==> src/rtl/stopwatch_core.sv <==
// stopwatch_core: divides the system clock to a 10 ms tick and keeps an
// mm:ss.cc packed-BCD stopwatch with start/pause/clear control, a limit
// flag, and a one-cycle active-low lap-store strobe for the lap registers.
module stopwatch_core #(
  parameter int DIV  = 500000,
  parameter int WRAP = 0
) (
  input  logic       CP,
  input  logic       RST,
  input  logic       SS,
  input  logic       CLR,
  input  logic       LAP,
  output logic [7:0] min,
  output logic [7:0] s,
  output logic [7:0] ms,
  output logic       LAP_N,
  output logic       RUNNING,
  output logic       OVF
);

  localparam int            PW        = (DIV > 1) ? $clog2(DIV) : 1;
  localparam logic [PW-1:0] PRESC_MAX = PW'(DIV - 1);

  typedef enum logic [1:0] {IDLE, RUN, PAUSE, FULL} state_e;

  state_e        state_q, state_d;
  logic [PW-1:0] presc_q, presc_d;
  logic [7:0]    min_q, min_d;
  logic [7:0]    sec_q, sec_d;
  logic [7:0]    cs_q, cs_d;
  logic          lap_n_q, lap_n_d;
  logic          ovf_q, ovf_d;
  logic          running_q, running_d;

  logic lap_ok;
  logic tick;
  logic at_limit;

  // One BCD byte step: wraps to 00 at 'top', otherwise carries low digit 9 into the high digit.
  function automatic logic [7:0] bcd_next(input logic [7:0] v, input logic [7:0] top);
    if (v == top) return 8'h00;
    if (v[3:0] == 4'd9) return {v[7:4] + 4'd1, 4'd0};
    return {v[7:4], v[3:0] + 4'd1};
  endfunction

  // A lap is only honoured while the watch holds a meaningful running/paused value;
  // an accepted lap holds off a due tick so the strobe cycle shows the sampled value.
  assign lap_ok   = LAP && !CLR && ((state_q == RUN) || (state_q == PAUSE));
  assign tick     = (state_q == RUN) && (presc_q == PRESC_MAX) && !lap_ok;
  assign at_limit = (min_q == 8'h59) && (sec_q == 8'h59) && (cs_q == 8'h99);

  // Next-state logic: control FSM, prescaler, BCD cascade, lap strobe and limit flag.
  // NOTE: every _d signal gets its default first so no path leaves it unassigned (no latches).
  always_comb begin
    state_d = state_q;
    presc_d = presc_q;
    min_d   = min_q;
    sec_d   = sec_q;
    cs_d    = cs_q;
    lap_n_d = 1'b1;
    ovf_d   = (state_q == FULL);

    if (CLR) begin
      state_d = IDLE;
      presc_d = '0;
      min_d   = 8'h00;
      sec_d   = 8'h00;
      cs_d    = 8'h00;
      ovf_d   = 1'b0;
    end else begin
      lap_n_d = !lap_ok;

      // Prescaler only advances in RUN; it parks at its last count during a lap stall.
      if (state_q == RUN) begin
        if (tick) begin
          presc_d = '0;
        end else if (presc_q != PRESC_MAX) begin
          presc_d = presc_q + PW'(1);
        end
      end

      if (SS) begin
        case (state_q)
          IDLE:    state_d = RUN;
          RUN:     state_d = PAUSE;
          PAUSE:   state_d = RUN;
          default: state_d = state_q;
        endcase
      end

      // The limit tick outranks a simultaneous SS: saturation wins over pause.
      if (tick) begin
        if (at_limit && (WRAP == 0)) begin
          state_d = FULL;
          ovf_d   = 1'b1;
        end else begin
          cs_d = bcd_next(cs_q, 8'h99);
          if (cs_q == 8'h99) begin
            sec_d = bcd_next(sec_q, 8'h59);
            if (sec_q == 8'h59) begin
              min_d = bcd_next(min_q, 8'h59);
            end
          end
          if (at_limit) ovf_d = 1'b1;
        end
      end
    end

    running_d = (state_d == RUN);
  end

  // State and output registers with synchronous active-low reset.
  // NOTE: sequential state uses non-blocking assignments so every register samples pre-edge values.
  always_ff @(posedge CP) begin
    if (!RST) begin
      state_q   <= IDLE;
      presc_q   <= '0;
      min_q     <= 8'h00;
      sec_q     <= 8'h00;
      cs_q      <= 8'h00;
      lap_n_q   <= 1'b1;
      ovf_q     <= 1'b0;
      running_q <= 1'b0;
    end else begin
      state_q   <= state_d;
      presc_q   <= presc_d;
      min_q     <= min_d;
      sec_q     <= sec_d;
      cs_q      <= cs_d;
      lap_n_q   <= lap_n_d;
      ovf_q     <= ovf_d;
      running_q <= running_d;
    end
  end

  assign min     = min_q;
  assign s       = sec_q;
  assign ms      = cs_q;
  assign LAP_N   = lap_n_q;
  assign RUNNING = running_q;
  assign OVF     = ovf_q;

endmodule

==> config.mk <==
export PLATFORM = sky130hd
export DESIGN_NAME = stopwatch_core
export DESIGN_NICKNAME = d
export VERILOG_FILES = /design/src/rtl/stopwatch_core.sv
export SDC_FILE = /design/constraint.sdc
export NUM_CORES = 1
export LEC_CHECK = 0
export ABC_CLOCK_PERIOD_IN_PS = 6400
export BUFFER_PORTS_ARGS = -buffer_cell sky130_fd_sc_hd__buf_4
export CORE_AREA = 8 8 80 96
export CTS_CLUSTER_DIAMETER = 80
export DETAILED_ROUTE_END_ITERATION = 6
export DIE_AREA = 0 0 88 104
export PLACE_DENSITY = 0.71
export SLEW_MARGIN = 20
export SYNTH_ARGS = -nofsm -noshare
export SYNTH_HDL_FRONTEND = slang
export SYNTH_SLANG_ARGS = --single-unit
==> constraint.sdc <==
create_clock -name CP -period 6.4 [get_ports CP]
set_input_delay 1.92 -clock CP [delete_from_list [all_inputs] [get_ports CP]]
set_output_delay 1.92 -clock CP [all_outputs]
set_load 0.01 [all_outputs]
# --- Word level (Yosys, flattened, before mapping) ---
# Cells that the tools add are included.
word_totals:
  register_bits: 48
  inputBits: 5
  output_inout_bits: 27
  word_cells: 109
classes:
  n_addsub: 7
  n_eq_ne: 12
  muxes: 54
  bitwise: 2
  n_reduce_logical: 23
ops:
  columns: ["op", "n"]
  rows:
  - ["8-bit 2-to-1 mux", 12]
  - ["19-bit 2-to-1 mux", 2]
  - ["1-bit 2-to-1 mux", 35]
  - ["4-bit by 1-bit adder with 4-bit output, second input constant", 6]
  - ["19-bit by 1-bit adder with 19-bit output, second input constant", 1]
  - ["19-bit == test, second input constant", 1]
  - ["19-bit inequality test, second input constant", 1]
  - ["8-bit by 7-bit == test with 1-bit output, second input constant", 2]
  - ["4-bit == test, second input constant", 3]
  - ["8-bit == test, second input constant", 1]
  - ["2-bit 2-to-1 mux", 4]
  - ["4-bit AND reduction", 2]
  - ["2-bit nonzero test", 4]
  - ["1-bit logical AND", 6]
  - ["3-bit AND reduction", 2]
  - ["5-bit AND reduction", 1]
  - ["2-bit by 1-bit == test with 1-bit output, second input constant", 2]
  - ["2-bit == test, second input constant", 2]
  - ["2-bit one-hot mux with 2 select lines", 1]
  - ["2-bit AND reduction", 2]
  - ["2-bit OR reduction", 2]
  - ["1-bit zero test", 2]
  - ["2-bit zero test", 1]
  - ["1-bit inverter", 2]
  - ["1-bit logical OR", 1]

# --- Longest topological paths before layout ---
# Gate-level depths: netlist of run 1.
depth:
  word_depth: 15
  ltp_mapped: 8

# --- Worst setup path after synthesis of run 1 ---
# No wires, ideal clock.
synth_path:
  kind: "input-to-reg"
  startpoint: "input port CLR"
  endpoint: "register cs_q[1] (netlist: ms[1])"
  setup_time_ps: 115
  arrival_ps: 3122
  required_ps: 6285
  setup_slack_ps: 3164
  path_stages: 6
  n_path_buf: 1
  path_cell_list: "or3b_1 > and2_1 > nand3_4 > buf_6 > nor2_1 > a2111oi_0"
synth_between:
  elab_chain_cells: 6
synth_lines:
  columns: ["element", "line", "rtl"]
  rows:
  - ["start, declared", "11", "input logic CLR,"]
  - ["1-bit zero test", "48", "assign lap_ok = LAP && !CLR && ((state_q == RUN) || (state_q == PAUSE));"]
  - ["1-bit logical AND (2 in a row)", "48", null]
  - ["1-bit zero test", "49", "assign tick = (state_q == RUN) && (presc_q == PRESC_MAX) && !lap_ok;"]
  - ["1-bit logical AND", "49", null]
  - ["2-bit AND reduction (no line)", null, null]
  - ["end signal, assigned", "129", "cs_q <= cs_d;"]
  - ["end, declared", "30", "logic [7:0] cs_q, cs_d;"]
# Parallel ways exist; a longest one is shown, timed or not.
# A chain may end at the register's enable or synchronous reset.

# --- Worst setup path in the final report of run 1 ---
layout_path:
  startpoint: "input port LAP"
  endpoint: "register min_q[6] (netlist: min[6])"
layout_between:
  elab_chain_cells: 5
layout_lines:
  columns: ["element", "line", "rtl"]
  rows:
  - ["start, declared", "12", "input logic LAP,"]
  - ["1-bit logical AND (2 in a row)", "48", null]
  - ["1-bit zero test", "49", null]
  - ["1-bit logical AND", "49", null]
  - ["5-bit AND reduction (no line)", null, null]
  - ["end signal, assigned", "127", "min_q <= min_d;"]
  - ["end, declared", "28", "logic [7:0] min_q, min_d;"]
# No other way between the ends.

==> metrics.csv, run 1 <==
metric,value,unit
Nets,373,
R2R cell count,6,
top cell type's share of synthesized area,0.355,
mapped cell area,2710,sq um
Starting Density,0.436,
CP Class,input pin to flop,
crit end category,flop,
pwr dens,173,nW/um^2
MaxCap Viol Count,0,
clk root buf,clkbuf_8,
Multi-input gate area,1640,sq um
"Top FF cell, synth",dfxtp_1,
Fmax achieved,306,MHz
synth-to-layout area growth,14.9,%
"Largest stage delay, worst path",550,ps
status,"finished, final reports clean",
Post-synth EDFFs,0,
R2R setup slack,3850,ps
synth top area cells,"dfxtp_1 (36%), ha_1 (6.9%), a21oi_1 (5.4%), nor2_1 (4.3%), nand2_1 (3.5%)",
pre-CTS WS,2830,ps
synth unique cells,53,
RSZ-0062 raised after global routing,no,
# IOs,32,
relative slew slack,0.630,
Final min period,3260,ps
# port buffers,31,
Via Count,2467,
Finished Layout Cells,439,
Worst R2R Start,ms[0],
WHS Endpoint,min[7],
Tcrit/Tclk final,0.510,
worst slew pin tran,554,ps
final instance area,3110,sq um
Sequential cell area,961,sq um
WHS,505,ps
overall die height,104,um
HP Start,min[7],
die area,9150,sq um
Slew Limit Fails,0,
Antenna diodes,0,
CTS hold repair buffers,0,
first-pass GRT wire length,10600,um
largest net degree at the start of global routing,28,
"FFs w/ async S/R, synth",0,
total gr overflow,0,
peak fanout along the critical path,13,
dpl cell area,3000,sq um
RePlAce Congestion,0.835,
crit path cell chain,buf_4 > or3b_1 > and2_1 > nand4_2 > or4_1 > a21oi_1,
"commonest non-fill, non-tap cell in the layout",dfxtp_1,
WHS Path Cells,2,
number of vias per cell,5.62,
Clock Latency Late Sink,300,ps
Antenna Nets Post-Route,0,
Post-DP HPWL,4690,um
Sink Count,48,
crit path DAT,3510,ps
endpoints failing hold,0,
share of cells above drive strength 1,0.141,
Hold WC Path Type,flop to flop,
drt pass-1 iters,4,
R2R Path End,min[6],
CTS tree,done,
Clock transition at path regs,90,ps
total CTS buffers,5,
Setup TNS Final,0,ps
CORE AREA,6210,sq um
residual DRC count,0,
data required time of the critical path,6640,ps
top cell type by total area after synthesis,dfxtp_1,
H-tree depth,2,
initial drt markers,114,
PostCTS Resize Cnt,0,
"commonest cells after routing, fill and taps aside","dfxtp_1 (48), buf_4 (33), nor2_1 (31)",
Tot GR Track Use,0.142,
"slowest stage cell, crit path",or4_1,
Synthesis Warnings,0,
"CP delay by family, top",simple AND/OR/NAND/NOR gates,
vias in the first global route,2277,
row count,32,
Clock Skews,4.41,ps
syn_nets,344,
die width,88,um
Leak,1.08,nW
Fillers,571,
clock tree buffer depth,2,
final WL,6280,um
CP bufs+invs,1,
Startpoint Class,input pin,
Post-Syn Area per Cell,8.35,sq um
final worst slack,3140,ps
final core occ,0.501,
Synth Instances,324,
Placed Instances,431,
Yosys reg bits,48,
Post-CTS Repair Setup Buffers,0,
Max VDD drop,0.0914,mV
# setup viols final,0,
initial antenna violation count,0,
DR WL/cell,14.3,um
post-synthesis sequential area ratio,0.355,
PnR Total Power,538,uW
[worst reg2reg max path, cell delays in order (launching register included)]
cell and delay [ps]:
dfxtp_1 440, ha_1 220, nand3b_1 210, nor4_2 580, nand4_2 350, or4_1 550
a21oi_1 140
[registers in the layout (all words and copies together) (netlist names)]
register,flops
LAP_N,1
OVF,1
RUNNING,1
min,8
ms,8
presc_q,19
s,8
state_q,2
[cells by family after synthesis]
group,count (synthesis),share of synthesized area
adders and majority gates,15,0.0694
xor gates and xnor gates,10,0.0324
muxes,6,0.0227
and+or+nand+nor,151,0.326
DFF,48,0.355
AOI/OAI and AO/OA,70,0.155
buffers and inverters,24,0.0393
[synthesized netlist by cell type (all sizes together) (3+ instances only)]
library cell / count
and2: 4
nand2: 25
and4b: 3
inv: 13
mux2i: 5
dfxtp: 48
nand3: 15
nand4: 11
clkbuf: 7
o31ai: 7
nand3b: 7
nor2: 31
a21oi: 29
a31oi: 3
and4: 3
nor3: 12
or4: 12
xnor2: 9
o211ai: 4
buf: 4
nand2b: 5
or3: 7
ha: 15
and3: 5
o21ai: 17
[where the power goes]
part           leakage [nW]  switching, mW  total [mW]  internal, mW
Sequential            0.387       0.000962       0.300         0.299
Combinational         0.642         0.0122      0.0186       0.00642
Clock                0.0552          0.102       0.219         0.116
[worst max-delay path by stage]
stage / start / to / slack, ps / cells after the start
after detailed placement: LAP / min[6] / 2830 / 6
after global routing: LAP / min[6] / 3000 / 6
after floorplan: CLR / ms[1] / 3160 / 6
after CTS: LAP / min[6] / 3140 / 6
after global placement: LAP / min[6] / 2870 / 6
final: LAP / min[6] / 3140 / 6
[area by class of cell]
cell class	count	area share
multi-input combinational	252	0.527
sequential	48	0.309
timing repair buffer	33	0.0797
tap	85	0.0342
clock buffer	6	0.0233
inverter	13	0.0157
clock inverter	2	0.0113
[layer usage]
metal	vias up	track usage	wire, um
met5	-	0	0
met4	0	0.0444	63
met3	7	0.0308	283
met2	46	0.246	3150
met1	1163	0.164	2790
li1	1251	-	-
No activity file was read; power rests on OpenSTA's default activity.
==> inputs of run 2 (changes only) <==
Settings changed: ABC_CLOCK_PERIOD_IN_PS 6400 to 3100.
Clock period 6.4 ns to 3.1 ns, I/O delays scaled along.
==> run 2 against run 1 <==
  * Register-to-register slack lost 3200 ps
  * Die area unchanged
  * Global-route usage rose by 0.65 points
  * Core utilization fell by 0.12 points
  * Final cell count rose by 0.46%
  * Non-clock buffer count is 3 higher
  * Combinational power grew 120%
  * Largest cell class unchanged
==> metrics.csv, run 2 (synthesis gave the netlist of run 1 again) <==
metric,value,unit
final core occ,0.500,
initial antenna violation count,0,
number of vias per cell,5.72,
total gr overflow,0,
Antenna Nets Post-Route,0,
# IOs,32,
Comb pwr share,0.039,
Placed Instances,434,
Slew Limit Fails,0,
Tcrit/Tclk final,0.795,
# port buffers,31,
"commonest cells after routing, fill and taps aside","dfxtp_1 (48), buf_4 (36), nor2_1 (31)",
RSZ-0062 raised after global routing,no,
Via Count,2524,
relative slew slack,0.648,
max FFs per register,19,
# setup viols final,0,
vias in the first global route,2315,
Worst R2R Start,ms[4],
Hold WC Path Type,flop to flop,
crit end category,flop,
initial drt markers,169,
"commonest non-fill, non-tap cell in the layout",dfxtp_1,
total CTS buffers,5,
final worst slack,636,ps
final WL,6600,um
Fmax achieved,406,MHz
NetSw,241,uW
DR WL/cell,15.0,um
Max VDD drop,0.166,mV
pwr dens,331,nW/um^2
crit path DAT,2720,ps
Clock transition at path regs,90,ps
Setup TNS Final,0,ps
row count,32,
RePlAce Congestion,0.857,
endpoints failing hold,0,
Finished Layout Cells,441,
CORE AREA,6210,sq um
Clock Latency Late Sink,310,ps
Clk network pwr share,0.357,
Reg with most FFs,presc_q,
switching part of the total,0.234,
CTS hold repair buffers,0,
residual DRC count,0,
Starting Density,0.436,
HP Start,min[7],
Post-CTS Repair Setup Buffers,0,
first-pass GRT wire length,10900,um
Post-DP HPWL,4930,um
data required time of the critical path,3350,ps
clk root buf,clkbuf_8,
R2R cell count,6,
synth-to-layout area growth,14.7,%
Setup crit start,ms[4],
Final min period,2460,ps
overall die height,104,um
clock tree buffer depth,2,
Int Pwr,786,uW
Clock Skews,6.68,ps
CTS tree,done,
WHS Endpoint,min[7],
Antenna diodes,0,
R2R Path End,min[6],
Tot GR Track Use,0.148,
PostCTS Resize Cnt,0,
drt pass-1 iters,4,
H-tree depth,2,
Nets,376,
peak fanout along the critical path,13,
status,"finished, final reports clean",
largest net degree at the start of global routing,16,
MaxCap Viol Count,0,
CP Class,flop to flop,
R2R setup slack,640,ps
Startpoint Class,flop,
Reg power frac,0.604,
share of cells above drive strength 1,0.146,
die area,9150,sq um
pre-CTS WS,527,ps
Leak,1.08,nW
WHS Path Cells,2,
Sink Count,48,
die width,88,um
worst slew pin tran,520,ps
WHS,516,ps
run 2: cell types whose count changed in the layout (fill, tap and decap cells not counted):
cell	change
buf_4	+3
bufinv_16	-1
run 2: how the worst max path moves through the flow:
stage / endpoint / slack [ps] / cells after the start
6_report: min[6] / 640 / 6
5_1_grt: min[6] / 470 / 6
4_1_cts: min[6] / 630 / 6
3_5_place_dp: min[6] / 530 / 6
3_3_place_gp: min[6] / 580 / 6
2_1_floorplan: ms[1] / 850 / 6
run 2: stage by stage:
| step | cell area, sq um | total power, mW |
|---|---|---|
| 2_1_floorplan | 2710 | 0.659 |
| 3_3_place_gp | 3020 | 0.674 |
| 5_1_grt | 3100 | 1.06 |
| 4_1_cts | 3100 | 1.03 |
| 6_report | 3100 | 1.03 |
| 3_5_place_dp | 3020 | 0.674 |
run 2: routing by layer:
layer / routed length, um / track usage / part of all wire
met1: 2820 / 0.171 / 0.43
met2: 3240 / 0.244 / 0.49
met3: 284 / 0.0316 / 0.043
met4: 260 / 0.0814 / 0.039
met5: 0 / 0 / 0
run 2: power by group through the flow:
| stage | Clock (mW) | Sequential [mW] | Combinational [mW] |
|---|---|---|---|
| after floorplan | 0 | 0.635 | 0.0238 |
| after global placement | 0 | 0.635 | 0.0391 |
| after detailed placement | 0 | 0.635 | 0.0398 |
| after CTS | 0.373 | 0.620 | 0.0400 |
| after global routing | 0.400 | 0.621 | 0.0439 |
| final | 0.367 | 0.620 | 0.0400 |
run 2: final cells by class:
class	count	area [sq um]
Fill cell	620	3100
Multi-Input combinational cell	252	1640
Sequential cell	48	961
Timing Repair Buffer	36	270
Tap cell	85	106
Clock buffer	6	72.6
Inverter	13	48.8
Clock inverter	1	5.00
run 2: worst max-delay path, stage by stage, from the launching register on:
cell      delay [ps]
dfxtp_1          420
ha_1             220
nand3b_1         200
nor4_2           540
nand4_2          340
or4_1            540
a21oi_1          140
